## src/rtl/lc3_pipe_controller.sv

```systemverilog
// lc3_pipe_controller
//   Pipeline controller for the LC3 core: stage enables, ALU/memory bypass
//   selects, data-memory access state (mem_state) and branch redirect.
//   Optional memory-access watchdog is compiled in when the macro
//   LC3_CTRL_TIMEOUT_EN is defined (adds the mem_timeout port).
module lc3_pipe_controller #(
   parameter int CTRL_STALL_CYCLES = 3,
   parameter int MEM_TIMEOUT       = 16
) (
   input  logic        clk,
   input  logic        rst,
   input  logic        complete_data,
   input  logic        complete_instr,
   input  logic [15:0] IMem_dout,
   input  logic [15:0] IR,
   input  logic [15:0] IR_Exec,
   input  logic [2:0]  NZP,
   input  logic [2:0]  psr,
   output logic        enable_updatePC,
   output logic        enable_fetch,
   output logic        enable_decode,
   output logic        enable_execute,
   output logic        enable_writeback,
   output logic        bypass_alu_1,
   output logic        bypass_alu_2,
   output logic        bypass_mem_1,
   output logic        bypass_mem_2,
   output logic [1:0]  mem_state,
   output logic        br_taken
`ifdef LC3_CTRL_TIMEOUT_EN
   ,
   output logic        mem_timeout
`endif
);

   localparam logic [3:0] OP_BR  = 4'b0000;
   localparam logic [3:0] OP_ADD = 4'b0001;
   localparam logic [3:0] OP_LD  = 4'b0010;
   localparam logic [3:0] OP_ST  = 4'b0011;
   localparam logic [3:0] OP_AND = 4'b0101;
   localparam logic [3:0] OP_LDR = 4'b0110;
   localparam logic [3:0] OP_STR = 4'b0111;
   localparam logic [3:0] OP_NOT = 4'b1001;
   localparam logic [3:0] OP_LDI = 4'b1010;
   localparam logic [3:0] OP_STI = 4'b1011;
   localparam logic [3:0] OP_JMP = 4'b1100;

   localparam logic [1:0] MS_RD   = 2'b00;
   localparam logic [1:0] MS_IND  = 2'b01;
   localparam logic [1:0] MS_WR   = 2'b10;
   localparam logic [1:0] MS_IDLE = 2'b11;

   // enable vector bit positions: {updatePC, fetch, decode, execute, writeback}
   localparam int EN_UPC   = 4;
   localparam int EN_FETCH = 3;
   localparam int EN_DEC   = 2;
   localparam int EN_EXE   = 1;
   localparam int EN_WB    = 0;

   localparam logic [2:0] STALL_LOAD = 3'(CTRL_STALL_CYCLES);

   typedef enum logic [1:0] {
      ST_FILL   = 2'd0,
      ST_RUN    = 2'd1,
      ST_MEM    = 2'd2,
      ST_CSTALL = 2'd3
   } state_t;

   function automatic logic op_is_alu(input logic [3:0] op);
      return (op == OP_ADD) || (op == OP_AND) || (op == OP_NOT);
   endfunction

   function automatic logic op_is_load(input logic [3:0] op);
      return (op == OP_LD) || (op == OP_LDR) || (op == OP_LDI);
   endfunction

   function automatic logic op_is_store(input logic [3:0] op);
      return (op == OP_ST) || (op == OP_STR) || (op == OP_STI);
   endfunction

   // first access phase of a memory instruction; indirect forms start with the pointer read
   function automatic logic [1:0] mem_first(input logic [3:0] op);
      case (op)
         OP_LD, OP_LDR:   return MS_RD;
         OP_ST, OP_STR:   return MS_WR;
         OP_LDI, OP_STI:  return MS_IND;
         default:         return MS_IDLE;
      endcase
   endfunction

   state_t      state_r, state_s;
   logic [4:0]  en_r, en_s;
   logic [1:0]  mem_state_r, mem_state_s;
   logic [2:0]  stall_cnt_r, stall_cnt_s;
   logic        is_store_r, is_store_s;
   logic        pend_r, pend_s;
   logic        ret_r, ret_s;
   logic        ret_load_r, ret_load_s;

   logic [3:0]  op_x_s, op_d_s, op_f_s;
   logic        mem_go_s, ctl_go_s;
   logic        hit1_s, hit2_s;
   logic        unused_s;

`ifdef LC3_CTRL_TIMEOUT_EN
   localparam int TW = $clog2(MEM_TIMEOUT + 1);
   localparam logic [TW-1:0] TMO_LAST = TW'(MEM_TIMEOUT - 1);
   logic [TW-1:0] tmo_cnt_r, tmo_cnt_s;
   logic          tmo_pulse_r, tmo_pulse_s;
`endif

   assign op_x_s = IR_Exec[15:12];
   assign op_d_s = IR[15:12];
   assign op_f_s = IMem_dout[15:12];

   // fields of the instruction words that the controller never looks at
   assign unused_s = ^{complete_instr, IMem_dout[11:0], IR[11:9], IR[4:3], IR_Exec[8:0]};

   // a memory instruction starts its access once, on its first cycle in execute
   assign mem_go_s = en_r[EN_EXE] && op_is_mem(op_x_s) && !ret_r;
   assign ctl_go_s = en_r[EN_FETCH] && ((op_f_s == OP_BR) || (op_f_s == OP_JMP));

   function automatic logic op_is_mem(input logic [3:0] op);
      return op_is_load(op) || op_is_store(op);
   endfunction

   // operand match between the executing destination and the decoding sources
   assign hit1_s = (op_is_alu(op_d_s) || (op_d_s == OP_LDR) || (op_d_s == OP_STR) || (op_d_s == OP_JMP))
                   && (IR_Exec[11:9] == IR[8:6]);
   assign hit2_s = ((op_d_s == OP_ADD) || (op_d_s == OP_AND)) && !IR[5]
                   && (IR_Exec[11:9] == IR[2:0]);

   // next-state and next registered outputs of the pipeline FSM
   always_comb begin
      state_s     = state_r;
      en_s        = en_r;
      mem_state_s = mem_state_r;
      stall_cnt_s = stall_cnt_r;
      is_store_s  = is_store_r;
      pend_s      = pend_r;
      ret_s       = 1'b0;
      ret_load_s  = 1'b0;
`ifdef LC3_CTRL_TIMEOUT_EN
      tmo_cnt_s   = tmo_cnt_r;
      tmo_pulse_s = 1'b0;
`endif
      case (state_r)
         ST_FILL: begin
            en_s = {1'b1, 1'b1, 1'b1, en_r[EN_DEC], en_r[EN_EXE]};
            if (en_r[EN_EXE]) begin
               state_s = ST_RUN;
            end else begin
               state_s = ST_FILL;
            end
         end
         ST_RUN: begin
            if (mem_go_s) begin
               state_s     = ST_MEM;
               en_s        = 5'b00000;
               mem_state_s = mem_first(op_x_s);
               is_store_s  = op_is_store(op_x_s);
               pend_s      = ctl_go_s;      // branch already in decode waits for the access
`ifdef LC3_CTRL_TIMEOUT_EN
               tmo_cnt_s   = {TW{1'b0}};
`endif
            end else if (ctl_go_s) begin
               state_s     = ST_CSTALL;
               stall_cnt_s = STALL_LOAD;
               en_s        = {STALL_LOAD == 3'd1, 1'b0, 1'b1, en_r[EN_DEC], en_r[EN_EXE]};
            end else begin
               en_s = 5'b11111;
            end
         end
         ST_MEM: begin
            en_s = 5'b00000;
            if (complete_data) begin
`ifdef LC3_CTRL_TIMEOUT_EN
               tmo_cnt_s = {TW{1'b0}};
`endif
               if (mem_state_r == MS_IND) begin
                  mem_state_s = is_store_r ? MS_WR : MS_RD;
               end else if (mem_state_r == MS_IDLE) begin
                  state_s = ST_RUN;
                  en_s    = 5'b11111;
               end else begin
                  // return cycle: stores skip writeback for this one cycle
                  mem_state_s = MS_IDLE;
                  ret_s       = 1'b1;
                  ret_load_s  = !is_store_r;
                  pend_s      = 1'b0;
                  if (pend_r) begin
                     state_s     = ST_CSTALL;
                     stall_cnt_s = STALL_LOAD;
                     en_s        = {STALL_LOAD == 3'd1, 1'b0, 1'b1, 1'b1, !is_store_r};
                  end else begin
                     state_s = ST_RUN;
                     en_s    = {4'b1111, !is_store_r};
                  end
               end
            end else begin
`ifdef LC3_CTRL_TIMEOUT_EN
               if (tmo_cnt_r == TMO_LAST) begin
                  state_s     = ST_RUN;
                  en_s        = 5'b11111;
                  mem_state_s = MS_IDLE;
                  pend_s      = 1'b0;
                  ret_s       = 1'b1;
                  tmo_pulse_s = 1'b1;
                  tmo_cnt_s   = {TW{1'b0}};
               end else begin
                  tmo_cnt_s = tmo_cnt_r + TW'(1);
               end
`else
               state_s = ST_MEM;
`endif
            end
         end
         ST_CSTALL: begin
            if (stall_cnt_r <= 3'd1) begin
               state_s     = ST_RUN;
               stall_cnt_s = 3'd0;
               en_s        = 5'b11111;
            end else begin
               stall_cnt_s = stall_cnt_r - 3'd1;
               en_s        = {stall_cnt_r == 3'd2, 1'b0, 1'b0, en_r[EN_DEC], en_r[EN_EXE]};
            end
         end
         default: begin
            state_s     = ST_FILL;
            en_s        = 5'b11000;
            mem_state_s = MS_IDLE;
         end
      endcase
   end

   // FSM state and registered outputs, synchronous active-low reset
   always_ff @(posedge clk) begin
      if (!rst) begin
         state_r     <= ST_FILL;
         en_r        <= 5'b11000;
         mem_state_r <= MS_IDLE;
         stall_cnt_r <= 3'd0;
         is_store_r  <= 1'b0;
         pend_r      <= 1'b0;
         ret_r       <= 1'b0;
         ret_load_r  <= 1'b0;
      end else begin
         state_r     <= state_s;
         en_r        <= en_s;
         mem_state_r <= mem_state_s;
         stall_cnt_r <= stall_cnt_s;
         is_store_r  <= is_store_s;
         pend_r      <= pend_s;
         ret_r       <= ret_s;
         ret_load_r  <= ret_load_s;
      end
   end

`ifdef LC3_CTRL_TIMEOUT_EN
   // memory watchdog counter and abort pulse
   always_ff @(posedge clk) begin
      if (!rst) begin
         tmo_cnt_r   <= {TW{1'b0}};
         tmo_pulse_r <= 1'b0;
      end else begin
         tmo_cnt_r   <= tmo_cnt_s;
         tmo_pulse_r <= tmo_pulse_s;
      end
   end

   assign mem_timeout = tmo_pulse_r;
`endif

   // forwarding selects; memory forwarding wins and only in a load's return cycle
   always_comb begin
      bypass_alu_1 = 1'b0;
      bypass_alu_2 = 1'b0;
      bypass_mem_1 = 1'b0;
      bypass_mem_2 = 1'b0;
      if (en_r[EN_EXE]) begin
         bypass_mem_1 = ret_load_r && op_is_load(op_x_s) && hit1_s;
         bypass_mem_2 = ret_load_r && op_is_load(op_x_s) && hit2_s;
         bypass_alu_1 = op_is_alu(op_x_s) && hit1_s && !bypass_mem_1;
         bypass_alu_2 = op_is_alu(op_x_s) && hit2_s && !bypass_mem_2;
      end else begin
         bypass_alu_1 = 1'b0;
         bypass_alu_2 = 1'b0;
         bypass_mem_1 = 1'b0;
         bypass_mem_2 = 1'b0;
      end
   end

   // PC redirect: conditional BR on matching condition codes, JMP always
   always_comb begin
      br_taken = 1'b0;
      if (op_x_s == OP_JMP) begin
         br_taken = 1'b1;
      end else if (op_x_s == OP_BR) begin
         br_taken = |(NZP & psr);
      end else begin
         br_taken = 1'b0;
      end
   end

   assign enable_updatePC  = en_r[EN_UPC];
   assign enable_fetch     = en_r[EN_FETCH];
   assign enable_decode    = en_r[EN_DEC];
   assign enable_execute   = en_r[EN_EXE];
   assign enable_writeback = en_r[EN_WB];
   assign mem_state        = mem_state_r;

endmodule

```

## config.mk

```make
export PLATFORM = sky130hd
export DESIGN_NAME = lc3_pipe_controller
export DESIGN_NICKNAME = d
export VERILOG_FILES = /design/src/rtl/lc3_pipe_controller.sv
export SDC_FILE = /design/constraint.sdc
export NUM_CORES = 1
export LEC_CHECK = 0
export CORE_ASPECT_RATIO = 1.5
export CORE_UTILIZATION = 40
export CTS_BUF_LIST = sky130_fd_sc_hd__clkbuf_8
export DETAILED_ROUTE_END_ITERATION = 12
export MAX_ROUTING_LAYER = met4
export PLACE_DENSITY = 0.84
export SLEW_MARGIN = 15
export SYNTH_ARGS = -nofsm -noshare
export SYNTH_HDL_FRONTEND = slang
export SYNTH_SLANG_ARGS = --single-unit
```

## constraint.sdc

```tcl
create_clock -name clk -period 4 [get_ports clk]
set_input_delay 0.6 -clock clk [delete_from_list [all_inputs] [get_ports clk]]
set_output_delay 0.6 -clock clk [all_outputs]
set_load 0.005 [all_outputs]
```

After elaboration in Yosys (flattened, before gate mapping):

Index checks and enable logic that the tools add are counted.

* bits of input ports: 58
* register bits: 16
* output and inout bits: 12
* word-level logic and storage cells: 141

* equality and inequality tests: 36
* multiplexer cells: 44
* magnitude comparators: 1
* reductions and logical operators: 47
* add/subtract/negate cells: 1
* bitwise gates (word level): 4

Operator list (count)
* 5-bit 2-to-1 mux: 7
* 4-bit equality test, second input constant: 7
* 4-bit by 3-bit equality test with 1-bit output, second input constant: 6
* 2-bit 2-to-1 mux: 12
* 3-bit 2-to-1 mux: 7
* 5-bit case mux with 4 select lines: 1
* 2-bit != test, second input constant: 8
* 1-bit logical AND: 13
* 1-bit logical OR: 13
* 1-bit 2-to-1 mux: 12
* 3-bit != test, second input constant: 3
* 3-bit case mux with 3 select lines: 1
* 4-bit by 1-bit equality test with 1-bit output, second input constant: 2
* 4-bit by 2-bit equality test with 1-bit output, second input constant: 2
* 4-bit logical NOT: 2
* 2-bit case mux with 4 select lines: 1
* 7-bit AND reduction: 1
* 2-bit equality test, second input constant: 3
* 3-bit equality test: 2
* 2-bit case mux with 3 select lines: 1
* 2-bit OR reduction: 3
* 1-bit logical NOT: 5
* 5-bit AND reduction: 1
* 5-bit OR reduction: 1
* 16 further kinds: 19

Depth between registers and ports, before layout:

Gate-level depths: netlist (run 1).

* depth after elaboration: 11
* gate-level depth with buffers: 6
* depth with buffers taken out: 6

Worst setup path before layout (run 1):

OpenSTA, ideal clock, no wires.

* path kind: in2out
* start point: input NZP[0]
* end point: output br_taken
* setup slack: 2.192 ns
* cell stages on the path: 3
* arrival time: 1.208 ns
* path buffers: 0
* data required time: 3.400 ns
* cells stage by stage: a222oi_1 or3_1 a211oi_1

* cells in the longest elaborated chain, start to end: 4

RTL lines
* from (decl): line 17 `input logic [2:0] NZP,`
* 3-bit bitwise AND: line 299 `br_taken = |(NZP & psr);`
* 3-bit OR reduction: line 299
* 1-bit 2-to-1 mux: line 298 `end else if (op_x_s == OP_BR) begin`
* 1-bit 2-to-1 mux: line 296 `if (op_x_s == OP_JMP) begin`
* to (decl): line 29 `output logic br_taken`

Every way passes these cells.

Worst setup path in the final report (run 1):

* start point: input IR[12]
* end point: output bypass_alu_1

* cells in the longest elaborated chain, start to end: 11
* elaborated cells between the ends (all ways): 17
* those cells by class: eq/ne: 6; mux: 1; reduce/logical: 10

RTL lines
* from (decl): line 15 `input logic [15:0] IR,`
* 4-bit by 1-bit equality test with 1-bit output / 4-bit by 3-bit equality test with 1-bit output (equally long branches): line 70 `return (op == OP_ADD) || (op == OP_AND) || (op == OP_NOT);`
* 1-bit logical OR (2 in series): line 70
* 1-bit logical OR (2 in series): line 128 `assign hit1_s = (op_is_alu(op_d_s) || (op_d_s == OP_LDR) || (op_d_s == OP_STR) || (op_d_s == OP_JMP))`
* 1-bit logical OR *: line 128
* 1-bit logical AND *: line 129 `&& (IR_Exec[11:9] == IR[8:6]);`
* 1-bit logical AND: line 281 `bypass_mem_1 = ret_load_r && op_is_load(op_x_s) && hit1_s;`
* 1-bit logical NOT: line 283 `bypass_alu_1 = op_is_alu(op_x_s) && hit1_s && !bypass_mem_1;`
* 1-bit logical AND *: line 283
* 1-bit 2-to-1 mux *: line 280 `if (en_r[EN_EXE]) begin`
* to (decl): line 24 `output logic bypass_alu_1,`

Every way passes the cells marked *; elsewhere a longest branch is shown, timed or not.

==> impl_metrics.yaml, run 1 <==
setup_path:
  worstPathRequired_ns: 3.40
  critPathMaxStageDelay_ns: 0.50
  crit_chain: "clkdlybuf4s50_1 > a21bo_2 > a21oi_1 > o2111ai_1 > nor2_1 > clkdlybuf4s50_1"
  crit_path_top_delay_cell: "sky130_fd_sc_hd__clkdlybuf4s50_1"
  worstPathMaxFanout: 3
  worst_setup_path_end_kind: "output port"
  critical_path_buf_inv_count: 2
  arrival_ns: 2.27
  critPathTopFamily: "buffers and inverters"
  worstSetupStartpointType: "input port"
  critPathKind: "in2out"
  crit_path_frequent_cell: "sky130_fd_sc_hd__clkdlybuf4s50_1"
global_route:
  grt_first_pass_wirelength_mm: 4.59
  globalRouteTotalUtil_pct: 21.5
  first_global_vias: 1127
  global_route.overflow_total: 0
  initial_antenna_violation_count: 0
  grt_start_max_net_pins: 14
logic_synthesis:
  postSynthNetCount: 186
  ys_async_sr_fraction_pct: 0
  postSynthRegisterBits: 16
  synthDominantAreaCellType: "sky130_fd_sc_hd__dfxtp_1"
  yosys-top-cells-area: "sky130_fd_sc_hd__dfxtp_1 29%, sky130_fd_sc_hd__xnor2_1 5.6%, sky130_fd_sc_hd__ha_1 3.4%"
  netlist-cell-type-count: 52
  synth-main-ff-cell: "sky130_fd_sc_hd__dfxtp_1"
  ys.warnings.count: 0
  synthesis.instances: 125
  yosys.area.top_type_share_pct: 29.4
  synth_area_sq_um: 1090
  synthesis.area_per_instance_sq_um: 8.72
  synth-edff-count: 0
  synth-seq-area-share_pct: 29.4
finish:
  most_common_library_cell_in_the_layout_ignoring_fill_and_taps: "sky130_fd_sc_hd__clkdlybuf4s50_1"
  drive_gt1_share_pct: 6.10
  diodes: 0
  final_util_pct: 62.0
  nNetsFinal: 227
  most-common-layout-cells: "42 x sky130_fd_sc_hd__clkdlybuf4s50_1, 16 x sky130_fd_sc_hd__dfxtp_1, 9 x sky130_fd_sc_hd__nor2_1, 8 x sky130_fd_sc_hd__nand2_1, 7 x sky130_fd_sc_hd__xnor2_1"
  area_growth_syn_to_layout_pct: 42.6
min_path:
  min_delay_path_class: "reg2reg"
pwr:
  power_mw: 0.482
  worst_ir_drop_vdd_uv: 241
  p_per_area_nw_per_um2: 310
  power_leakage_nw: 0.573
die:
  floorplan.initialDensity_pct: 43.5
  chipHeight_um: 65.9
  die_w_um: 44.6
  pin_count: 70
  floorplan.core_area_sq_um: 2500
  floorplan.rows: 22
  floorplan.die_area_sq_um: 2940
run_status:
  status: "completed"
routing:
  route.detailed.drc: 0
  drt_iter0_markers: 31
  drt-wirelength-per-cell_um: 14.3
  drt-vias-per-instance: 5.60
  antenna_violating_nets_post_route: 0
  firstDrtPassIters: 6
  wirelength_mm: 2.87
  via_count: 1120
sta:
  setup_ws_ns: 1.13
  slew_viols_final: 0
  layout_min_cycle_time_ns: 2.87
  setup-violations-final: 0
  timing.max_slew.rel_slack_pct: 69.4
  whs_ns: 0.483
  timing_worst_slew_pin_value_ns: 0.459
  timing.final.crit_share_pct: 71.7
  achievable-frequency_ghz: 0.348
  grt_setup_unrepaired: "false"
  timing.final.hold_violations: 0
  setup_tns_ns: 0
  fin_worst_skew_ns: 0.00151
clock_network:
  holdBufCountCts: 0
  cts_setup_buffers: 0
  cts-root-buf: "sky130_fd_sc_hd__clkbuf_8"
  total_clock_buffers_created_by_cts: 3
  path_clk_slew_ns: 0.06
  htree_num_levels: 1
  resized_after_cts: 0
  tritoncts: "built"
  clock_sink_count: 16
  max-clock-path-buffers: 2
  clock_insertion_delay_worst_skew_ns: 0.25
placement:
  half_perimeter_wire_length_after_detailed_placement_mm: 2.31
  detailedPlace.worstSlack_ns: 1.13
  place.port_buffers: 42
  place_congestion: 0.861
job:
  maxCapViolCount: 0
## cells by family (layout without fill, tap and decap cells)
| kind of cell | Yosys count | after routing | synth area share (%) |
|---|---|---|---|
| AO/OA/AOI/OAI | 32 | 32 | 21.9 |
| buffers and inverters | 9 | 48 | 4.94 |
| adder cells (fa/ha/maj) | 3 | 3 | 3.44 |
| AND/OR/NAND/NOR | 57 | 57 | 33.8 |
| multiplexers | 1 | 1 | 0.919 |
| XOR/XNOR | 7 | 7 | 5.63 |
| flip-flops | 16 | 16 | 29.4 |
## flip-flops by register name, indices dropped and copies added (netlist names)
signal	count
en_r	5
is_store_r	1
mem_state	2
pend_r	1
ret_load_r	1
ret_r	1
stall_cnt_r	3
state_r	2
## metal layers
metal  vias to the layer above  track usage (%)  wire length (um)
met2                        48             41.5              1540
li1                        549                -                 -
met5                         -                -                 0
met4                         0             11.0                92
met3                         9             3.83               214
met1                       514             18.7              1020
## cells in the mapped netlist (2+ instances only)
cell,n
sky130_fd_sc_hd__nand4b_1,2
sky130_fd_sc_hd__and3_1,5
sky130_fd_sc_hd__nand3_1,2
sky130_fd_sc_hd__nor2b_1,4
sky130_fd_sc_hd__nor2_1,9
sky130_fd_sc_hd__inv_1,3
sky130_fd_sc_hd__a221oi_1,2
sky130_fd_sc_hd__o211ai_1,3
sky130_fd_sc_hd__dfxtp_1,16
sky130_fd_sc_hd__nand2b_1,4
sky130_fd_sc_hd__ha_1,3
sky130_fd_sc_hd__o2111ai_1,2
sky130_fd_sc_hd__nor3b_1,3
sky130_fd_sc_hd__o31ai_1,2
sky130_fd_sc_hd__buf_6,2
sky130_fd_sc_hd__nor3_1,3
sky130_fd_sc_hd__buf_2,2
sky130_fd_sc_hd__a21oi_1,6
sky130_fd_sc_hd__xnor2_1,7
sky130_fd_sc_hd__clkbuf_2,2
sky130_fd_sc_hd__nand2_1,8
sky130_fd_sc_hd__nand4_1,3
sky130_fd_sc_hd__nand3b_1,3
## final cells by class
type | instances | area [sq um]
fill | 221 | 951
multi-input combinational | 100 | 716
timing repair buffer | 42 | 420
sequential | 16 | 320
tap | 36 | 45.0
clock buffer | 3 | 41.3
inverter | 3 | 11.3
## report_power, final
part           internal (mW)  total, mW  switching (mW)
sequential             0.177      0.205          0.0274
combinational         0.0947      0.158          0.0631
clock                 0.0668      0.120          0.0527
## metrics by stage
| step | cell area, sq um | instances |
|---|---|---|
| 3_5_place_dp | 1510 | 197 |
| 6_report | 1550 | 200 |
| 4_1_cts | 1550 | 200 |
| 2_1_floorplan | 1090 | 125 |
| 3_3_place_gp | 1510 | 197 |
| 5_1_grt | 1550 | 200 |
## path summary, 6_finish.rpt
path	depth (start not counted)	startpoint	to	slack, ns
worst max register to register	4	state_r[0]	mem_state[1]	2.40
worst min register to register	1	is_store_r	ret_load_r	0.48
worst max-delay path	6	IR[12]	bypass_alu_1	1.13
worst min-delay path	1	is_store_r	ret_load_r	0.48
No activity file was read; power rests on OpenSTA's default activity.
==> inputs of run 2 (changes only) <==
--- a/config.mk
+++ b/config.mk
@@ -6,11 +6,11 @@
 export NUM_CORES = 1
 export LEC_CHECK = 0
 export CORE_ASPECT_RATIO = 1.5
-export CORE_UTILIZATION = 40
+export CORE_UTILIZATION = 37
 export CTS_BUF_LIST = sky130_fd_sc_hd__clkbuf_8
 export DETAILED_ROUTE_END_ITERATION = 12
 export MAX_ROUTING_LAYER = met4
-export PLACE_DENSITY = 0.84
+export PLACE_DENSITY = 0.79
 export SLEW_MARGIN = 15
 export SYNTH_ARGS = -nofsm -noshare
 export SYNTH_HDL_FRONTEND = slang
==> constraint.sdc (replaced) <==
create_clock -name clk -period 2.7 [get_ports clk]
set_input_delay 0.405 -clock clk [delete_from_list [all_inputs] [get_ports clk]]
set_output_delay 0.405 -clock clk [all_outputs]
set_load 0.005 [all_outputs]
==> impl_metrics.yaml, run 2 (synthesis results as in run 1) <==
clock_network:
  htree_num_levels: 1
  cts-root-buf: "sky130_fd_sc_hd__clkbuf_8"
  clock_sink_count: 16
  path_clk_slew_ns: 0.06
  tritoncts: "built"
  holdBufCountCts: 0
  resized_after_cts: 0
  total_clock_buffers_created_by_cts: 3
  cts_setup_buffers: 0
  clock_insertion_delay_worst_skew_ns: 0.26
  max-clock-path-buffers: 2
finish:
  most_common_library_cell_in_the_layout_ignoring_fill_and_taps: "sky130_fd_sc_hd__clkdlybuf4s50_1"
  largest_register_ff_count: 5
  largest_registers: "en_r: 5 flops, stall_cnt_r: 3 flops"
  diodes: 0
  most-common-layout-cells: "42 x sky130_fd_sc_hd__clkdlybuf4s50_1, 16 x sky130_fd_sc_hd__dfxtp_1, 9 x sky130_fd_sc_hd__nor2_1, 8 x sky130_fd_sc_hd__nand2_1, 7 x sky130_fd_sc_hd__xnor2_1"
  nNetsFinal: 227
  max_flop_register: "en_r"
  final.fill_count: 250
  sequential_cell_area_sq_um: 320
  drive_gt1_share_pct: 6.67
  finish.instance_area_sq_um: 1570
  multi_input_area_sq_um: 716
  area_growth_syn_to_layout_pct: 44.0
setup_path:
  worstPathRequired_ns: 2.30
  crit_path_frequent_cell: "sky130_fd_sc_hd__clkdlybuf4s50_1"
  crit_path_top_delay_cell: "sky130_fd_sc_hd__clkdlybuf4s50_1"
  critPathKind: "in2out"
  worst_setup_path_end_kind: "output port"
  critPathMaxStageDelay_ns: 0.51
  worstPathMaxFanout: 4
  arrival_ns: 2.12
  crit_chain: "clkdlybuf4s50_1 > nor4b_1 > nand4_1 > nor2_1 > clkdlybuf4s50_1"
  worstSetupStartpointType: "input port"
sta:
  setup_tns_ns: 0
  timing.final.crit_share_pct: 93.4
  slew_viols_final: 0
  timing.final.hold_violations: 0
  achievable-frequency_ghz: 0.396
  timing_worst_slew_pin_value_ns: 0.481
  layout_min_cycle_time_ns: 2.52
  timing.max_slew.rel_slack_pct: 67.9
  fin_worst_skew_ns: 0.00354
  grt_setup_unrepaired: "false"
  setup-violations-final: 0
job:
  maxCapViolCount: 0
die:
  chipHeight_um: 68.5
  floorplan.rows: 23
  floorplan.core_area_sq_um: 2730
  floorplan.initialDensity_pct: 39.9
  pin_count: 70
  floorplan.die_area_sq_um: 3170
  die_w_um: 46.3
pwr:
  power_leakage_nw: 0.580
  power_mw: 0.755
  worst_ir_drop_vdd_uv: 348
  p_per_area_nw_per_um2: 481
placement:
  place_congestion: 0.834
  place.port_buffers: 42
  dpl-instance-area_sq_um: 1510
  half_perimeter_wire_length_after_detailed_placement_mm: 2.28
routing:
  firstDrtPassIters: 4
  drt_iter0_markers: 28
  drt-vias-per-instance: 5.70
  via_count: 1151
  drt-wirelength-per-cell_um: 14.3
  wirelength_mm: 2.88
  antenna_violating_nets_post_route: 0
  route.detailed.drc: 0
min_path:
  min_delay_path_class: "reg2reg"
global_route:
  grt_first_pass_wirelength_mm: 4.53
  initial_antenna_violation_count: 0
  grt_start_max_net_pins: 14
  gr-usage-met1_pct: 16.7
  global_route.usage.met2_pct: 38.9
  globalRouteTotalUtil_pct: 20.5
  global_route.overflow_total: 0
  first_global_vias: 1107
  groute.layer.met3.usage_pct: 4.49
  grt_busiest_layer: "met2"
run_status:
  status: "completed"
run 2: cell types whose count changed in the layout (fill, tap and decap cells not counted):
cell / previous run / this run
sky130_fd_sc_hd__clkbuf_8: 3 / 4
run 2: worst paths after layout:
| path | start | to | slack [ns] | depth (start not counted) |
|---|---|---|---|---|
| worst min-delay path | is_store_r | ret_load_r | 0.48 | 1 |
| worst max-delay path | IR[15] | bypass_alu_2 | 0.18 | 5 |
| worst max register to register | state_r[0] | mem_state[1] | 1.06 | 4 |
| worst min register to register | is_store_r | ret_load_r | 0.48 | 1 |
run 2: through the flow:
step	hold WS, ns	instances	worst slack [ns]	utilization [%]
after detailed placement	0.469	198	0.115	55.4
after global placement	0.467	198	0.191	55.4
after CTS	0.483	202	0.111	57.4
after global routing	0.498	202	0.0448	57.4
after floorplan	0.433	125	1.28	-
final	0.480	202	0.177	57.4
run 2: power breakdown:
| part | switching (mW) | internal [mW] | total [mW] | leakage, nW |
|---|---|---|---|---|
| Combinational | 0.0953 | 0.141 | 0.236 | 0.421 |
| Sequential | 0.0419 | 0.263 | 0.304 | 0.131 |
| Clock | 0.0851 | 0.130 | 0.215 | 0.0288 |
run 2: routing by layer:
layer | vias up | part of all wire (%)
met3 | 11 | 6.7
met5 | - | 0
met2 | 43 | 53
met1 | 545 | 36
met4 | 0 | 3.9
li1 | 552 | -
run 2: critical path: cells and delay by family:
family	cells	cell delay, ns
buffers and inverters	2	0.97
AND/OR/NAND/NOR	3	0.75
run 2: final cells by class:
class / instances / area share, %
Tap cell: 37 / 2.95
Multi-Input combinational cell: 100 / 45.6
Inverter: 3 / 0.718
Clock buffer: 4 / 3.51
Timing Repair Buffer: 42 / 26.8
Sequential cell: 16 / 20.4
==> inputs of run 3 (changes only) <==
--- a/config.mk
+++ b/config.mk
@@ -6,6 +6,7 @@
 export NUM_CORES = 1
 export LEC_CHECK = 0
 export CORE_ASPECT_RATIO = 1.5
+export CORE_MARGIN = 2
 export CORE_UTILIZATION = 37
 export CTS_BUF_LIST = sky130_fd_sc_hd__clkbuf_8
 export DETAILED_ROUTE_END_ITERATION = 12
==> impl_metrics.yaml, run 3 (synthesis results as in run 1) <==
clock_network:
  clock_insertion_delay_worst_skew_ns: 0.25
  clock_sink_count: 16
  total_clock_buffers_created_by_cts: 3
  resized_after_cts: 0
  tritoncts: "built"
  cts_setup_buffers: 0
  path_clk_slew_ns: 0.06
  max-clock-path-buffers: 2
  holdBufCountCts: 0
  htree_num_levels: 1
  cts-root-buf: "sky130_fd_sc_hd__clkbuf_8"
finish:
  most-common-layout-cells: "42 x sky130_fd_sc_hd__clkdlybuf4s50_1, 16 x sky130_fd_sc_hd__dfxtp_1, 9 x sky130_fd_sc_hd__nor2_1, 8 x sky130_fd_sc_hd__nand2_1, 7 x sky130_fd_sc_hd__xnor2_1"
  largest_registers: "en_r: 5 flops, stall_cnt_r: 3 flops"
  most_common_library_cell_in_the_layout_ignoring_fill_and_taps: "sky130_fd_sc_hd__clkdlybuf4s50_1"
  largest_register_ff_count: 5
  diodes: 0
  nNetsFinal: 227
  max_flop_register: "en_r"
  area_growth_syn_to_layout_pct: 42.9
  final_util_pct: 54.6
  drive_gt1_share_pct: 6.10
job:
  maxCapViolCount: 0
min_path:
  min_delay_path_class: "reg2reg"
run_status:
  status: "completed"
routing:
  drt-wirelength-per-cell_um: 15.2
  route.detailed.drc: 0
  met3_wirelength_um: 251
  sum_of_met2_wire_segment_lengths_after_detailed_routing_mm: 1.58
  wirelength_mm: 3.08
  antenna_violating_nets_post_route: 0
  firstDrtPassIters: 4
  drt_iter0_markers: 33
  maxUsedRoutingLayer: "met4"
  drt-vias-per-instance: 5.61
  route.layer.met1.wl_mm: 1.16
  via_count: 1138
sta:
  slew_viols_final: 0
  fin_worst_skew_ns: 0.000835
  achievable-frequency_ghz: 0.389
  layout_min_cycle_time_ns: 2.57
  setup-violations-final: 0
  timing.final.hold_violations: 0
  timing.max_slew.rel_slack_pct: 66.0
  grt_setup_unrepaired: "false"
  setup_tns_ns: 0
  timing.final.crit_share_pct: 95.2
  timing_worst_slew_pin_value_ns: 0.509
die:
  floorplan.die_area_sq_um: 3400
  die_w_um: 48.3
  chipHeight_um: 70.5
  floorplan.initialDensity_pct: 38.2
  floorplan.core_area_sq_um: 2850
  pin_count: 70
  floorplan.rows: 24
global_route:
  globalRouteTotalUtil_pct: 19.5
  initial_antenna_violation_count: 0
  global_route.overflow_total: 0
  first_global_vias: 1143
  grt_start_max_net_pins: 14
  grt_first_pass_wirelength_mm: 5.14
pwr:
  power_leakage_nw: 0.573
  p_per_area_nw_per_um2: 463
  worst_ir_drop_vdd_uv: 345
  power_mw: 0.722
setup_path:
  critPathMaxStageDelay_ns: 0.50
  worst_r2r_endpoint: "mem_state[1]"
  worstPathMaxFanout: 4
  critPathTopFamily: "buffers and inverters"
  worst_setup_path_end_kind: "output port"
  crit_chain: "clkdlybuf4s50_1 > nor4b_1 > nand4_1 > nor2_1 > clkdlybuf4s50_1"
  worstPathRequired_ns: 2.30
  critPathKind: "in2out"
  path_depth: 5
  crit_path_top_delay_cell: "sky130_fd_sc_hd__clkdlybuf4s50_1"
  critical_path_buf_inv_count: 2
  crit_start: "IR[15]"
  arrival_ns: 2.17
  crit_path_frequent_cell: "sky130_fd_sc_hd__clkdlybuf4s50_1"
  reg2reg_setup_slack_ns: 1.03
  reg2reg_from: "state_r[0]"
  critical_path_destination: "bypass_mem_2"
  r2r_cells: 4
  worstSetupStartpointType: "input port"
placement:
  place.port_buffers: 42
  half_perimeter_wire_length_after_detailed_placement_mm: 2.45
  place_congestion: 0.849
## run 3: changes by cell type in the layout (fill, tap and decap cells not counted)
cell / previous run / this run
sky130_fd_sc_hd__clkbuf_8: 4 / 3
## run 3: final cells by class
type | count | area, sq um
Fill cell | 267 | 1290
Multi-Input combinational cell | 100 | 716
Timing Repair Buffer | 42 | 420
Sequential cell | 16 | 320
Tap cell | 39 | 48.8
Clock buffer | 3 | 41.3
Inverter | 3 | 11.3
## run 3: through the flow
stage | cells | instance area, sq um | hold slack [ns] | setup WS (ns)
finish | 203 | 1560 | 0.480 | 0.129
global route | 203 | 1560 | 0.536 | 0.0736
detailed placement | 200 | 1520 | 0.478 | 0.0983
CTS | 203 | 1560 | 0.490 | 0.107
global placement | 200 | 1520 | 0.464 | 0.157
floorplan | 125 | 1090 | 0.433 | 1.28
## run 3: worst min path at each step
stage          cells past startpoint       start  slack (ns)          to
3_5_place_dp                       1  is_store_r        0.48  ret_load_r
5_1_grt                            1  is_store_r        0.54  ret_load_r
4_1_cts                            1  is_store_r        0.49  ret_load_r
6_report                           1  is_store_r        0.48  ret_load_r
3_3_place_gp                       1  is_store_r        0.46  ret_load_r
2_1_floorplan                      1  is_store_r        0.43  ret_load_r
## run 3: metal layers
layer,GRT usage (%),vias to the layer above
li1,-,549
met1,19.1,524
met2,36.3,57
met3,4.06,8
met4,8.89,0
met5,-,-
## run 3: report_power, final
| group | leakage [nW] | switching, mW | internal (mW) | total [mW] |
|---|---|---|---|---|
| registers | 0.131 | 0.0417 | 0.262 | 0.304 |
| clock network | 0.0216 | 0.0805 | 0.0990 | 0.179 |
| logic | 0.421 | 0.0972 | 0.141 | 0.238 |
| total | 0.573 | 0.219 | 0.502 | 0.722 |
